===== src/rtl/spectrum_bar_engine.sv =====
// Spectrum bar renderer: frame-synchronous magnitude snapshot, per-bin peak hold/decay,
// and a two-stage pixel pipeline producing RGB332 for the frame buffer write port.

module spectrum_bar_peak #(
    parameter int MAG_W       = 16,
    parameter int HW          = 9,
    parameter int HOLD_W      = 5,
    parameter int V_ACTIVE    = 480,
    parameter int SHIFT       = 7,
    parameter int HOLD_FRAMES = 30,
    parameter int DECAY_STEP  = 4
) (
    input  logic             clk,
    input  logic             rst,
    input  logic             upd,
    input  logic [MAG_W-1:0] mag,
    output logic [HW-1:0]    height,
    output logic [HW-1:0]    peak
);
    logic [MAG_W-1:0]  shifted;
    logic [HW-1:0]     new_h;
    logic [HOLD_W-1:0] hold;

    always_comb begin
        shifted = mag >> SHIFT;
        new_h   = (shifted > MAG_W'(V_ACTIVE)) ? HW'(V_ACTIVE) : shifted[HW-1:0];
    end

    always_ff @(posedge clk or posedge rst) begin
        if (rst) begin
            height <= '0;
            peak   <= '0;
            hold   <= '0;
        end else if (upd) begin
            height <= new_h;
            if (new_h >= peak) begin
                peak <= new_h;
                hold <= '0;
            end else if (hold < HOLD_W'(HOLD_FRAMES)) begin
                hold <= hold + HOLD_W'(1);
            end else begin
                // saturate at zero instead of wrapping when the step overshoots
                peak <= (peak > HW'(DECAY_STEP)) ? peak - HW'(DECAY_STEP) : '0;
            end
        end
    end
endmodule

module spectrum_bar_engine #(
    parameter int NUM_BINS    = 16,
    parameter int MAG_W       = 16,
    parameter int H_ACTIVE    = 640,
    parameter int V_ACTIVE    = 480,
    parameter int SHIFT       = 7,
    parameter int GAP         = 4,
    parameter int HOLD_FRAMES = 30,
    parameter int DECAY_STEP  = 4
) (
    input  logic                      clk,
    input  logic                      rst,
    input  logic [9:0]                hc,
    input  logic [9:0]                vc,
    input  logic [NUM_BINS*MAG_W-1:0] mag_bus,
    input  logic [1:0]                mode,
    output logic [7:0]                pixel_color,
    output logic                      pixel_valid,
    output logic                      frame_tick
);
    localparam int BAR_W  = H_ACTIVE / NUM_BINS;
    localparam int CW     = (BAR_W > 1) ? $clog2(BAR_W) : 1;
    localparam int BW     = (NUM_BINS > 1) ? $clog2(NUM_BINS) : 1;
    localparam int HW     = $clog2(V_ACTIVE + 1);
    localparam int HOLD_W = $clog2(HOLD_FRAMES + 1);
    localparam int STAGES = 1;

    localparam logic [7:0] C_BLACK  = 8'h00;
    localparam logic [7:0] C_WHITE  = 8'hFF;
    localparam logic [7:0] C_GREEN  = 8'h1C;
    localparam logic [7:0] C_YELLOW = 8'hFC;
    localparam logic [7:0] C_RED    = 8'hE0;

    logic                         frame_start, upd;
    logic [NUM_BINS-1:0][HW-1:0]  height_arr, peak_arr;

    assign frame_start = (hc == 10'd0) && (vc == 10'(V_ACTIVE));
    assign upd         = frame_start && (mode != 2'b11);

    generate
        for (genvar gi = 0; gi < NUM_BINS; gi++) begin : g_bin
            spectrum_bar_peak #(
                .MAG_W(MAG_W), .HW(HW), .HOLD_W(HOLD_W), .V_ACTIVE(V_ACTIVE),
                .SHIFT(SHIFT), .HOLD_FRAMES(HOLD_FRAMES), .DECAY_STEP(DECAY_STEP)
            ) u_peak (
                .clk(clk), .rst(rst), .upd(upd),
                .mag(mag_bus[gi*MAG_W +: MAG_W]),
                .height(height_arr[gi]), .peak(peak_arr[gi])
            );
        end
    endgenerate

    always_ff @(posedge clk or posedge rst) begin
        if (rst) frame_tick <= 1'b0;
        else     frame_tick <= frame_start;
    end

    // Sequential bin tracking; hc==0 restarts the line in the same cycle.
    logic [CW-1:0] col_q, cur_col;
    logic [BW-1:0] bin_q, cur_bin;

    assign cur_col = (hc == 10'd0) ? '0 : col_q;
    assign cur_bin = (hc == 10'd0) ? '0 : bin_q;

    always_ff @(posedge clk or posedge rst) begin
        if (rst) begin
            col_q <= '0;
            bin_q <= '0;
        end else if (cur_col == CW'(BAR_W - 1)) begin
            col_q <= '0;
            bin_q <= (cur_bin == BW'(NUM_BINS - 1)) ? cur_bin : cur_bin + BW'(1);
        end else begin
            col_q <= cur_col + CW'(1);
            bin_q <= cur_bin;
        end
    end

    // Stage 1: position decode
    logic              active;
    logic [STAGES:0]   vld_pipe;
    logic [9:0]        s1_row;
    logic [BW-1:0]     s1_bin;
    logic              s1_gap;
    logic [1:0]        s1_mode;

    assign active = (hc < 10'(H_ACTIVE)) && (vc < 10'(V_ACTIVE));

    always_ff @(posedge clk or posedge rst) begin
        if (rst) begin
            vld_pipe <= '0;
            s1_row   <= '0;
            s1_bin   <= '0;
            s1_gap   <= 1'b0;
            s1_mode  <= 2'b00;
        end else begin
            vld_pipe <= {vld_pipe[STAGES-1:0], active};
            s1_row   <= 10'(V_ACTIVE - 1) - vc;
            s1_bin   <= cur_bin;
            s1_gap   <= cur_col >= CW'(BAR_W - GAP);
            s1_mode  <= mode;
        end
    end

    // Stage 2: colour select
    logic [9:0] h_sel, p_sel;
    logic       is_peak, is_bar;
    logic [7:0] color_nx;

    always_comb begin
        h_sel    = 10'(height_arr[s1_bin]);
        p_sel    = 10'(peak_arr[s1_bin]);
        is_peak  = (s1_mode != 2'b00) && (p_sel != 10'd0) && (s1_row < p_sel)
                   && ({1'b0, s1_row} + 11'd2 >= {1'b0, p_sel});
        is_bar   = (s1_mode != 2'b10) && (s1_row < h_sel);
        color_nx = C_BLACK;
        if (vld_pipe[0] && !s1_gap) begin
            if (is_peak)
                color_nx = C_WHITE;
            else if (is_bar) begin
                if (s1_row < 10'(V_ACTIVE / 3))          color_nx = C_GREEN;
                else if (s1_row < 10'(2 * V_ACTIVE / 3)) color_nx = C_YELLOW;
                else                                     color_nx = C_RED;
            end
        end
    end

    always_ff @(posedge clk or posedge rst) begin
        if (rst) pixel_color <= 8'h00;
        else     pixel_color <= color_nx;
    end

    assign pixel_valid = vld_pipe[STAGES];
endmodule


===== config.mk =====
export PLATFORM = sky130hd
export DESIGN_NAME = spectrum_bar_engine
export DESIGN_NICKNAME = d
export VERILOG_FILES = /design/src/rtl/spectrum_bar_engine.sv
export SDC_FILE = /design/constraint.sdc
export NUM_CORES = 1
export LEC_CHECK = 0
export BUFFER_PORTS_ARGS = -buffer_cell sky130_fd_sc_hd__clkbuf_2
export CORE_MARGIN = 3
export CORE_UTILIZATION = 61
export DETAILED_ROUTE_END_ITERATION = 10
export PLACE_DENSITY_LB_ADDON = 0.2
export SYNTH_ARGS = -nofsm -noshare
export SYNTH_HDL_FRONTEND = slang
export SYNTH_HIERARCHICAL = 1
export SYNTH_SLANG_ARGS = --single-unit
export TNS_END_PERCENT = 50

===== constraint.sdc =====
create_clock -name clk -period 4.1 [get_ports clk]
set_clock_uncertainty 0.1 [all_clocks]
set_input_delay 0.82 -clock clk [delete_from_list [all_inputs] [get_ports clk]]
set_output_delay 0.82 -clock clk [all_outputs]
set_load 0.01 [all_outputs]

# After elaboration in Yosys (flattened, before gate mapping)

Cells that the tools add are included.

Add/subtract/negate cells: 36
Multiply operators: 0
Div/mod/pow operators: 0
Magnitude comparators: 73
Eq/ne operators: 21
Shifts and indexed selects: 0
Muxes and demuxes: 110
Bitwise logic cells: 0
Reduce and logical (&&, ||, !) cells: 60

Operators with widths:

| operator                | count |
|---|---|
| $mux W9                 | 66 |
| $mux W5                 | 33 |
| $ge A9 B9 Y1            | 16 |
| $gt A9 B3 Y1 const B    | 16 |
| $gt A9 B9 Y1 const B    | 16 |
| $sub A9 B3 Y9 const B   | 16 |
| $add A5 B1 Y5 const B   | 16 |
| $lt A5 B5 Y1 const B    | 16 |
| $bmux W9 S4             | 2 |
| $reduce_and A2 Y1       | 32 |
| $reduce_bool A2 Y1      | 17 |
| $mux W8                 | 4 |
| $ne A2 B1 Y1 const B    | 16 |
| $lt A10 B9 Y1           | 2 |
| $lt A10 B9 Y1 const B   | 2 |
| $mux W4                 | 3 |
| $mux W6                 | 2 |
| $add A10 B2 Y11 const B | 1 |
| $ge A11 B9 Y1           | 1 |
| $eq A10 B9 Y1 const B   | 1 |
| $logic_not A10 Y1       | 1 |
| $lt A10 B10 Y1 const B  | 1 |
| $lt A10 B8 Y1 const B   | 1 |
| $sub A9 B10 Y10 const A | 1 |
| 10 further kinds        | 18 |

Register bits after elaboration: 406
Latch bits: 0
RAM bits: 0
Memory bits (read-only): 0
Input port bits: 280
Output and inout port bits: 10
Memories: 0

# Longest topological paths before layout

Depth after elaboration: 8
Depth in mapped cells: 14

# Cells and area by module

Netlist, hierarchy kept.

By module, submodules not included:

| module                                   | times used | cells each | area an instance (um^2) |
|---|---|---|---|
| spectrum_bar_peak at g_bin[0].u_peak ... | 15         | 152        | 1471.4 |
| spectrum_bar_engine                      | 1          | 366        | 4337.9 |
| spectrum_bar_peak at g_bin[9].u_peak     | 1          | 153        | 1447.6 |

# Worst setup path before layout

No wires, ideal clock.

Path kind: input-to-reg
Start point: in hc[1]
End point: reg g_bin[0].u_peak.peak[0]
Setup time: 0.065 ns
Arrival time: 6.617 ns
Slack: -2.683 ns
Stages on the path: 7
Path buffers: 0
Path through: nor4_1 -> nand3_1 -> nor3_1 -> a21boi_0 -> inv_1 -> nor3_1 -> a22o_1

Cells in the longest elaborated chain, start to end: 4

Ends and longest elaborated chain:

| what                        | RTL line | text |
|---|---|---|
| from (decl)                 | 61       | `input logic [9:0] hc,` |
| $logic_not A10 Y1           | 85       | `assign frame_start = (hc == 10'd0) && (vc == 10'(V_ACTIVE));` |
| $logic_and A1 B1 Y1         | 85       |  |
| via frame_start             | 82       | `logic frame_start, upd;` |
| $logic_and A1 B1 Y1         | 86       | `assign upd = frame_start && (mode != 2'b11);` |
| via upd                     | 82       |  |
| $reduce_and A2 Y1 (no line) | n/a      |  |
| to (signal assigned)        | 37       | `peak <= new_h;` |
| to (signal assigned)        | 43       | `peak <= (peak > HW'(DECAY_STEP)) ? peak - HW'(DECAY_STEP) : '0;` |
| to (decl)                   | 18       | `output logic [HW-1:0] peak` |

The timed path passes the listed nets, and every way through them passes these cells.
A chain may end at the register's enable or synchronous reset.

# Final worst setup path

Start point: reg s1_bin[1]
End point: reg pixel_color[6]

Cells in the longest elaborated chain, start to end: 8

Ends and longest elaborated chain:

| what                                                  | RTL line | text |
|---|---|---|
| from (decl)                                           | 130      | `logic [BW-1:0] s1_bin;` |
| from (signal assigned)                                | 146      | `s1_bin <= cur_bin;` |
| branches (longest 6 deep; another with $lt A10 B9 Y1) | n/a      |  |
| $mux W8 (*)                                           | 165      | `if (is_peak)` |
| $mux W8 (*)                                           | 164      | `if (vld_pipe[0] && !s1_gap) begin` |
| to (signal assigned)                                  | 177      | `else pixel_color <= color_nx;` |
| to (decl)                                             | 65       | `output logic [7:0] pixel_color,` |

Mark *: on every way between the ends. The select of a mux whose other input is x is not followed.

==> results.toml <==
[status]
status = "complete, no violations"

[setup_path]
crit_arrival_ns = 4.06
crit_top_cell = "a21oi_1"
rr_endpoint = "pixel_color[6]"
r2r_cells = 12
cp-startpoint = "s1_bin[1]"
endpoint_kind = "register"
r2r_start = "s1_bin[1]"
critPathMaxStageDelay_ns = 0.75
critPathBufInv = 1
cp.required_ns = 4.42
crit_path_start_kind = "register"
crit_fanout = 27
crit_family = "compound AO/OA/AOI/OAI gates"
crit_type = "reg2reg"
ff2ff_setup_slack_ns = 0.36
path_depth = 12
cp_cell_sequence = "buf_4 -> mux4_1 -> mux2_2 -> nor2_1 -> a21oi_1 -> ha_1 -> nand2b_1 -> a21o_1 -> a21oi_1 -> o211ai_1 -> a31oi_1 -> o32ai_1"
crit_end = "pixel_color[6]"
slowest_stage = "dfrtp_4"

[yosys]
avgSynthCellArea_sq_um = 9.95
netlist.area_leader.share = 0.360
ys_warn_count = 6
syn_nets = 3301
netlist_area_sq_um = 27900
syn_inst = 2799
synthMuxAreaShare = 0.150
ys_seq_area_frac = 0.360
synth_compound_area_frac = 0.175
synth_cell_type_count = 70
synth-edff-count = 0
ys.flop_type = "dfrtp_1"
synthArstFlopShare = 1.00
synthTopCellsByArea = "dfrtp_1 36%, ha_1 10%, mux2_2 6.1%"
synth_area_leader_cell = "dfrtp_1"
synth-simple-area-share = 0.160
synth_xor_area_frac = 0.00409
ys_ff_latch = 401
synthAdderAreaFrac = 0.0997
synth_top_family_by_area = "compound AO/OA/AOI/OAI gates"

[route]
ant_nets = 0
wire_per_inst_um = 22.2
drtIter0Drc = 2122
dr.pass1.iters = 5
routed_via_density = 6.54
drc = 0
routed_wl_mm = 78.5
vias = 23200

[floorplanning]
start_util = 0.623
die_area_sq_um = 48300
dieWidth_um = 220
num_rows = 77
num_io_pins = 290
die_h_um = 220
coreArea_sq_um = 44700

[power]
p_int_w = 0.00712
seq_power_share = 0.430
leakagePower_nw = 13.5
power_frac_comb = 0.115
switchingPower_w = 0.00246
p_sw_frac = 0.256
cellPowerDensity_nw_per_um2 = 311
vdd_drop_max_uv = 313
clkPwrFrac = 0.455

[timing]
setup-tns-final_ns = 0
finalHoldViolations = 0
tightest_slew_ns = 0.989
rsz0062_at_grt = "no"
fin_crit_ns = 3.74
fmax_mhz = 268
relSlewSlack = 0.340
finalMaxSlewViolations = 0
period_share = 0.911
setup_viol = 0

[finish]
nFillCells = 3445
layout-drive-gt1-share = 0.215
area_growth_pct = 10.7
diodes = 0
finalNonFillerCells = 3541
nets = 3415

[cts]
post_cts_buffers = 0
clock_latency_ns = 0.59
cts-hold-fix-buffers = 0
cts_made_buffers = 47
cts_resized = 0
clockBufferDepth = 3
clock-sinks = 401
cts_tree = "yes"
path_clk_slew_ns = 0.06
cts_max_level = 2
cts-root-buf = "clkbuf_16"

[run]
max_cap_viol_count = 0

[global_routing]
grt_first_pass_wirelength_mm = 123
grt_max_degree = 49
grt_pass1_vias = 22700
antenna_found_initial = 0
overflow = 0
track_usage = 0.324

[placed_design]
io_buffers = 177
placed_cells = 3456
dp_hpwl_mm = 60.4
place_congestion = 0.927

[worst_hold_path]
worstHoldPathType = "reg2reg"
placed cells by master (no fill, tap or decap), types with 16 or more instances in the layout:
cell       synthesis  layout
a22o_1            67      67
nor3_2            17      17
clkbuf_2           0     177
a41oi_1           32      32
clkbuf_16          0      49
nand2b_1          18      18
o2bb2ai_2         16      16
nor2b_1           21      21
o21ai_0          172     172
a32oi_1           16      16
o2bb2ai_1         32      32
nand3_1           83      83
mux2_2           151     151
ha_1             222     222
o21ai_1           33      33
and4_1            18      18
and2_1            69      69
inv_1            217     217
nand2_1          182     182
nand4_1           53      53
buf_4              6      20
or2_0             16      16
o41ai_1           30      30
o22ai_1           34      34
a21oi_1          236     236
nor4_1            35      35
mux4_2            71      71
nor3_1            67      67
mux2i_1           75      75
clkbuf_8           0      16
dfrtp_1          401     398
nor2_1           112     112
cells by family after synthesis:
family | after synthesis
compound gates | 727
xor+xnor | 13
fa+ha+maj | 222
buf+inv | 357
flops | 401
mux | 302
simple gates | 777
worst min path at each step:
stage                     start           to  cells past startpoint  slack (ns)
global placement    vld_pipe[0]  vld_pipe[1]                      0        0.27
CTS                     mode[1]   s1_mode[1]                      1        0.28
global route            mode[1]   s1_mode[1]                      1        0.29
finish              vld_pipe[0]  vld_pipe[1]                      0        0.29
floorplan           vld_pipe[0]  vld_pipe[1]                      0        0.25
detailed placement  vld_pipe[0]  vld_pipe[1]                      0        0.28
power by group through the flow:
stage	registers [W]	logic, W	clock network, W
after floorplan	0.00411	0.000824	0
after global placement	0.00419	0.00106	0
after detailed placement	0.00419	0.00109	0
after CTS	0.00412	0.00110	0.00444
after global routing	0.00413	0.00122	0.00460
final	0.00412	0.00110	0.00436
Yosys cell counts (67+ instances only):
library cell  count
nor3_1           67
inv_1           217
a21oi_1         236
dfrtp_1         401
mux2_2          151
nor2_1          112
and2_1           69
clkbuf_1        101
nand2_1         182
ha_1            222
mux4_2           71
a22o_1           67
o21ai_0         172
nand3_1          83
mux2i_1          75
stage by stage:
| stage | hold slack (ns) | cell area, sq um | worst slack [ns] | total power, W | utilization |
|---|---|---|---|---|---|
| 3_5_place_dp | 0.280 | 29200 | 0.401 | 0.00529 | 0.654 |
| 4_1_cts | 0.276 | 30800 | 0.388 | 0.00966 | 0.690 |
| 3_3_place_gp | 0.274 | 29200 | 0.470 | 0.00524 | 0.654 |
| 5_1_grt | 0.289 | 30800 | 0.107 | 0.00995 | 0.690 |
| 2_1_floorplan | 0.255 | 27900 | 0.105 | 0.00493 | - |
| 6_report | 0.286 | 30800 | 0.365 | 0.00958 | 0.690 |
sequential cells by signal (all words and copies together) (netlist names):
signal	cells
g_bin.u_peak/height	144
g_bin.u_peak/peak	144
g_bin.u_peak/hold	80
s1_row	10
col_q	6
bin_q	4
s1_bin	4
pixel_color	3
s1_mode	2
vld_pipe	2
frame_tick	1
s1_gap	1
area by class of cell:
cell class,count,area (sq um),share of cell area
Clock buffer,75,1480,0.0481
Sequential cell,401,10000,0.326
Tap cell,592,741,0.0240
Clock inverter,10,134,0.00434
Inverter,217,815,0.0264
Multi-Input combinational cell,2041,16400,0.533
Timing Repair Buffer,205,1200,0.0388
layer usage:
metal	up-vias	GRT usage	wire length, um
met5	-	0	0
met4	0	0.161	4220
met3	205	0.0438	4750
met2	920	0.547	38300
met1	11400	0.413	31200
li1	10700	-	-
Power figures use the tool's default switching activity.
